==> config.mk <==
export PLATFORM = sky130hd
export DESIGN_NAME = rob_tag_allocator
export DESIGN_NICKNAME = d
export VERILOG_FILES = /design/src/rtl/rob_tag_allocator.sv
export SDC_FILE = /design/constraint.sdc
export NUM_CORES = 1
export LEC_CHECK = 0
export ABC_AREA = 1
export BUFFER_PORTS_ARGS = -buffer_cell sky130_fd_sc_hd__buf_4
export CAP_MARGIN = 10
export CORE_MARGIN = 1
export CORE_UTILIZATION = 50
export CTS_BUF_LIST = sky130_fd_sc_hd__clkbuf_8
export DETAILED_ROUTE_END_ITERATION = 7
export PLACE_DENSITY = 0.72
export SLEW_MARGIN = 20
export SYNTH_ARGS = -nofsm -noshare
export SYNTH_HDL_FRONTEND = slang
export SYNTH_SLANG_ARGS = --single-unit
export TNS_END_PERCENT = 30
==> constraint.sdc <==
create_clock -name clk -period 2.55 [get_ports clk]
set_clock_uncertainty 0.2 [all_clocks]
set_input_delay 0.255 -clock clk [delete_from_list [all_inputs] [get_ports clk]]
set_output_delay 0.255 -clock clk [all_outputs]
set_load 0.1 [all_outputs]
==> src/rtl/rob_tag_allocator.sv <==
// rtl/rob_tag_allocator.sv - ROB id allocator with in-flight destination tracking
//
// Hands out reorder-buffer ids in program order, drives the ROB tail pointer,
// stalls dispatch when every slot is in flight, and answers "is this source
// register still being produced, and by which id" for two decode operands.
//
// Optional feature: define ROB_ALLOC_FLUSH_EN to add the flush input, which
// discards every in-flight entry (tail snaps back to head, count to zero).
//
// Ports:
//   clk, reset                  clock; synchronous active-high reset
//   alloc_req/address/w         dispatch request, destination reg, writes-dest flag
//   alloc_stall, alloc_id       request refused this cycle; id granted (== tail)
//   tail                        next id to allocate, wired to the ROB tail input
//   commit                      ROB retired its head entry this cycle
//   srcN_address/pending/id     operand lookup: pending flag and youngest producer id
//   count                       entries in flight, 0..DEPTH
//   commit_error                sticky: commit seen while nothing was in flight
//   flush (optional)            drop all in-flight entries

module rob_tag_allocator #(
    parameter int REG_ADDRESS_SIZE = 5,
    parameter int ID_SIZE          = 2
) (
    input  logic                        clk,
    input  logic                        reset,
    input  logic                        alloc_req,
    input  logic [REG_ADDRESS_SIZE-1:0] alloc_address,
    input  logic                        alloc_w,
    output logic                        alloc_stall,
    output logic [ID_SIZE-1:0]          alloc_id,
    output logic [ID_SIZE-1:0]          tail,
    input  logic                        commit,
    input  logic [REG_ADDRESS_SIZE-1:0] src1_address,
    output logic                        src1_pending,
    output logic [ID_SIZE-1:0]          src1_id,
    input  logic [REG_ADDRESS_SIZE-1:0] src2_address,
    output logic                        src2_pending,
    output logic [ID_SIZE-1:0]          src2_id,
    output logic [ID_SIZE:0]            count,
    output logic                        commit_error
`ifdef ROB_ALLOC_FLUSH_EN
    ,
    input  logic                        flush
`endif
);

    localparam int                DEPTH   = 1 << ID_SIZE;
    localparam logic [ID_SIZE:0]  FULL    = (ID_SIZE+1)'(DEPTH);
    localparam logic [ID_SIZE:0]  ONE_CNT = (ID_SIZE+1)'(1);
    localparam logic [ID_SIZE-1:0] ONE_ID = ID_SIZE'(1);

    logic [ID_SIZE-1:0]          head;
    logic [DEPTH-1:0]            slot_valid;
    logic [DEPTH-1:0]            slot_w;
    logic [REG_ADDRESS_SIZE-1:0] slot_addr [DEPTH];

    logic accept;
    logic do_commit;
    logic [ID_SIZE:0] count_next;

    // Fullness comes from count alone; head==tail cannot tell full from empty.
    // A commit in the same cycle does not free a slot for this cycle's request.
`ifdef ROB_ALLOC_FLUSH_EN
    assign alloc_stall = (count == FULL) || flush;
`else
    assign alloc_stall = (count == FULL);
`endif
    assign accept    = alloc_req && !alloc_stall;
    assign do_commit = commit && (count != '0);
    assign alloc_id  = tail;

    always_comb begin
        count_next = count;
        case ({accept, do_commit})
            2'b10:   count_next = count + ONE_CNT;
            2'b01:   count_next = count - ONE_CNT;
            default: count_next = count;
        endcase
    end

    // Walk slots oldest to youngest starting at head; a later match overwrites
    // an earlier one so the youngest producer wins, including across the wrap.
    always_comb begin
        src1_pending = 1'b0;
        src1_id      = '0;
        src2_pending = 1'b0;
        src2_id      = '0;
        for (int age = 0; age < DEPTH; age++) begin
            logic [ID_SIZE-1:0] slot;
            slot = head + ID_SIZE'(age);
            if (slot_valid[slot] && slot_w[slot] && src1_address != '0 &&
                slot_addr[slot] == src1_address) begin
                src1_pending = 1'b1;
                src1_id      = slot;
            end
            if (slot_valid[slot] && slot_w[slot] && src2_address != '0 &&
                slot_addr[slot] == src2_address) begin
                src2_pending = 1'b1;
                src2_id      = slot;
            end
        end
    end

    // Accept and commit never touch the same slot in one cycle: accept needs
    // count<DEPTH and commit needs count>0, so tail==head cannot coincide.
    always_ff @(posedge clk) begin
        if (reset) begin
            head         <= '0;
            tail         <= '0;
            count        <= '0;
            slot_valid   <= '0;
            commit_error <= 1'b0;
        end
`ifdef ROB_ALLOC_FLUSH_EN
        else if (flush) begin
            slot_valid <= '0;
            tail       <= head;
            count      <= '0;
        end
`endif
        else begin
            if (accept) begin
                slot_valid[tail] <= 1'b1;
                slot_w[tail]     <= alloc_w;
                slot_addr[tail]  <= alloc_address;
                tail             <= tail + ONE_ID;
            end
            if (do_commit) begin
                slot_valid[head] <= 1'b0;
                head             <= head + ONE_ID;
            end else if (commit) begin
                commit_error <= 1'b1;
            end
            count <= count_next;
        end
    end

endmodule

==> summary.md <==
| Metric | Value |
|---|---|
| Root Driver | clkbuf_8 |
| Largest net degree at the start of global routing | 28 |
| Most frequent cells in the layout | 166 x nand2_1, 65 x nand3_1, 39 x buf_4, 34 x nor2_1, 29 x inv_1 |
| Fin nets | 548 |
| Crit path max fanout | 6 |
| Starting Density | 53.3% |
| Post-synthesis sequential area ratio | 31.0% |
| Post-route cell area | 3980 um2 |
| Worst slew pin tran | 0.676 ns |
| Die Height | 82.4 um |
| CTS tree | yes |
| DRC | 0 |
| Kind of critical path | reg2out |
| Total number of vias | 3256 |
| Peak VDD IR | 916 uV |
| Switching Share | 53.1% |
| Clock Power Share | 11.0% |
| CP startpoint | head[0]$_SDFFE_PP0N_ |
| Net switching power | 2.37 mW |
| Routability congestion estimate | 0.915 |
| N_diodes | 0 |
| Gr usage total | 28.8% |
| Mean Syn Cell Area | 6.87 um2 |
| Arr. time, crit path | 2.30 ns |
| Unrepaired setup endpoints after global routing | yes |
| Worst Min Path Start | reset |
| Largest family of logic cells by synthesized area | simple AND/OR/NAND/NOR gates |
| Final ANT Viol Nets | 0 |
| Worst path top cell family by delay | simple AND/OR/NAND/NOR gates |
| Share of layout cells above drive strength 1 | 26.0% |
| PwrDens | 1120 nW/um2 |
| Final Critical Period | 2.75 ns |
| Initial DRC count | 253 |
| Rel. slew slack | 54.8% |
| Yosys reg bits | 38 |
| Antenna violations before repair | 0 |
| Worst path slowest cell | dfxtp_4 |
| Critical path, cell by cell | inv_8 -> ha_4 -> buf_8 -> nand3_1 -> nand2_1 -> xor2_1 -> nor2_1 -> nand3_2 -> inv_1 -> nor2_1 -> nand2_1 -> nand2_2 -> buf_12 |
| Comb pwr share | 70.0% |
| IO Count | 35 |
| CP Data Required Time | 2.10 ns |
| Buf+Inv Stages, Crit Path | 4 |
| Yosys warnings | 0 |
| Wirelength per Cell | 15.1 um |
| Post-CTS setup buffer count | 0 |
| Hold Vio Cnt, Final | 0 |
| Core Footprint | 6060 um2 |
| Non-filler cells, final | 594 |
| Total of max-cap violations | 0 |
| Crit path capture type | primary output |
| Internal | 2.09 mW |
| Tcrit/Tclk final | 108% |
| Final setup vio count | 6 |
| Die Area | 6790 um2 |
| FP Rows | 28 |
| Synthesized area | 3230 um2 |
| Sequential power share | 19.0% |
| First-pass GRT wire length | 14400 um |
| H-tree lvl count | 2 |
| Area fraction in compound gates after synthesis | 6.20% |
| CTS Sinks | 38 |
| Post-Synth Simple-Gate Area | 47.3% |
| Final Util | 65.6% |
| Vias in the first global route | 2830 |
| Total gr overflow | 0 |
| Final WS setup | -0.204 ns |
| Mux cell area share after synthesis | 0% |
| Slew Limit Fails | 0 |
| Status | finished with violations |
| TNS Setup | -0.781 ns |
| CTS Buf Count | 5 |
| Adder-Cell Fraction of Synth Area | 4.11% |
| Static leakage | 1.87 nW |
| Worst-path clk slew | 0.08 ns |
| Worst Setup Start Kind | register |
| DP HPWL | 7090 um |
| Hold Crit Class | in2reg |
| Layout area overhead | 23.2% |
| Xor and xnor area share after synthesis | 2.90% |
| Buffers on Ports | 34 |
| Syn nets | 500 |
| Fmax | 363 MHz |
| Synth cell types | 35 |
| Via density | 5.48 |
| Inst Count DP | 579 |
| Worst-Skew Late Latency | 0.29 ns |
| Cell Area, Placed | 3620 um2 |
| Max stage delay on crit path | 0.39 ns |
| Syn Inst Count | 470 |
| Clock buffer depth | 2 |
| Failing checks | setup timing |
| Die width | 82.4 um |
| Reg-to-reg critical path startpoint | count[0]$_SDFFE_PP0P_ |
| DRT Pass-1 Iters | 6 |
| Drt total wl | 8980 um |
| Most common cell after layout, fill and taps aside | nand2_1 |
worst paths after layout:
kind                            slack [ns]  cells past startpoint                         to
worst max-delay path                 -0.20                     13                 src1_id[0]
worst min register to register        0.28                      2  commit_error$_SDFFE_PP0P_
worst max register to register        0.39                      6      count[1]$_SDFFE_PP0P_
worst min-delay path                  0.06                      2      count[0]$_SDFFE_PP0P_
flip-flops by register name (all words and copies together) (netlist names), named ones only:
signal,count
commit_error,1
slot_w,4
count,3
alloc_id,2
head,2
slot_valid,4
slot_addr,20
routing by layer:
| metal | vias up | global-route usage, % | share of wire (%) | routed length (um) |
|---|---|---|---|---|
| met4 | 0 | 6.84 | 0.99 | 89 |
| met1 | 1483 | 41.7 | 47 | 4230 |
| met5 | - | 0 | 0 | 0 |
| li1 | 1627 | - | - | - |
| met3 | 10 | 4.51 | 6.5 | 586 |
| met2 | 136 | 44.8 | 45 | 4070 |
power groups by stage:
stage	logic [mW]	registers [mW]	clock network (mW)
floorplan	2.01	1.06	0
CTS	2.95	0.840	0.502
global route	3.40	0.862	0.528
finish	3.12	0.847	0.493
detailed placement	2.81	0.850	0
global placement	2.77	0.847	0
cells by family after synthesis:
logic type	after synthesis
XOR/XNOR	9
buffers and inverters	50
flip-flops	38
AO/OA/AOI/OAI	34
AND/OR/NAND/NOR	329
adder cells (fa/ha/maj)	10
synth_stat cells:
cell type,count,area (um2)
nand2_1,173,649
nand3_1,70,350
nor2_1,42,158
inv_1,31,116
edfxtp_1,24,721
nand3_2,19,190
a21oi_1,16,80.1
dfxtp_1,14,280
nand2_2,14,87.6
ha_1,9,113
a211oi_1,7,52.6
xor2_1,7,61.3
buf_6,5,56.3
o21ai_0,5,25.0
buf_4,3,22.5
inv_2,3,11.3
nand2_4,3,33.8
nand4_1,3,18.8
buf_2,2,10.0
clkbuf_1,2,7.51
nor2_4,2,22.5
o21ai_1,2,10.0
xor2_2,2,32.5
a21oi_2,1,8.76
buf_12,1,20.0
buf_8,1,15.0
clkinv_1,1,3.75
fa_1,1,20.0
inv_8,1,11.3
nand3b_1,1,7.51
nor2_2,1,6.26
nor3_1,1,5.00
o21a_1,1,7.51
o21ai_2,1,8.76
o31ai_1,1,7.51
final cells by class:
cell class / instances / area, um2
Inverter: 36 / 154
Clock buffer: 5 / 68.8
Multi-Input combinational cell: 382 / 2060
Sequential cell: 38 / 1010
Fill cell: 499 / 2080
Timing Repair Buffer: 55 / 548
Clock inverter: 3 / 41.3
Tap cell: 75 / 93.8
timing repair:
item,in CTS,in global routing
gates cloned,0,1
pin swaps,3,4
gates resized for setup,31,16
endpoints found under the hold margin,24,0
setup endpoints to repair,6,6
hold buffers,6,0
per-stage QoR:
stage	setup slack, ns	total power, mW	hold slack, ns
after floorplan	-0.390	3.07	0.154
after CTS	-0.135	4.29	0.0536
after detailed placement	-0.0160	3.65	0.258
final	-0.204	4.46	0.0600
after global routing	-0.342	4.79	0.0803
after global placement	0.0136	3.62	0.250
No activity file was read; power rests on OpenSTA's default activity.
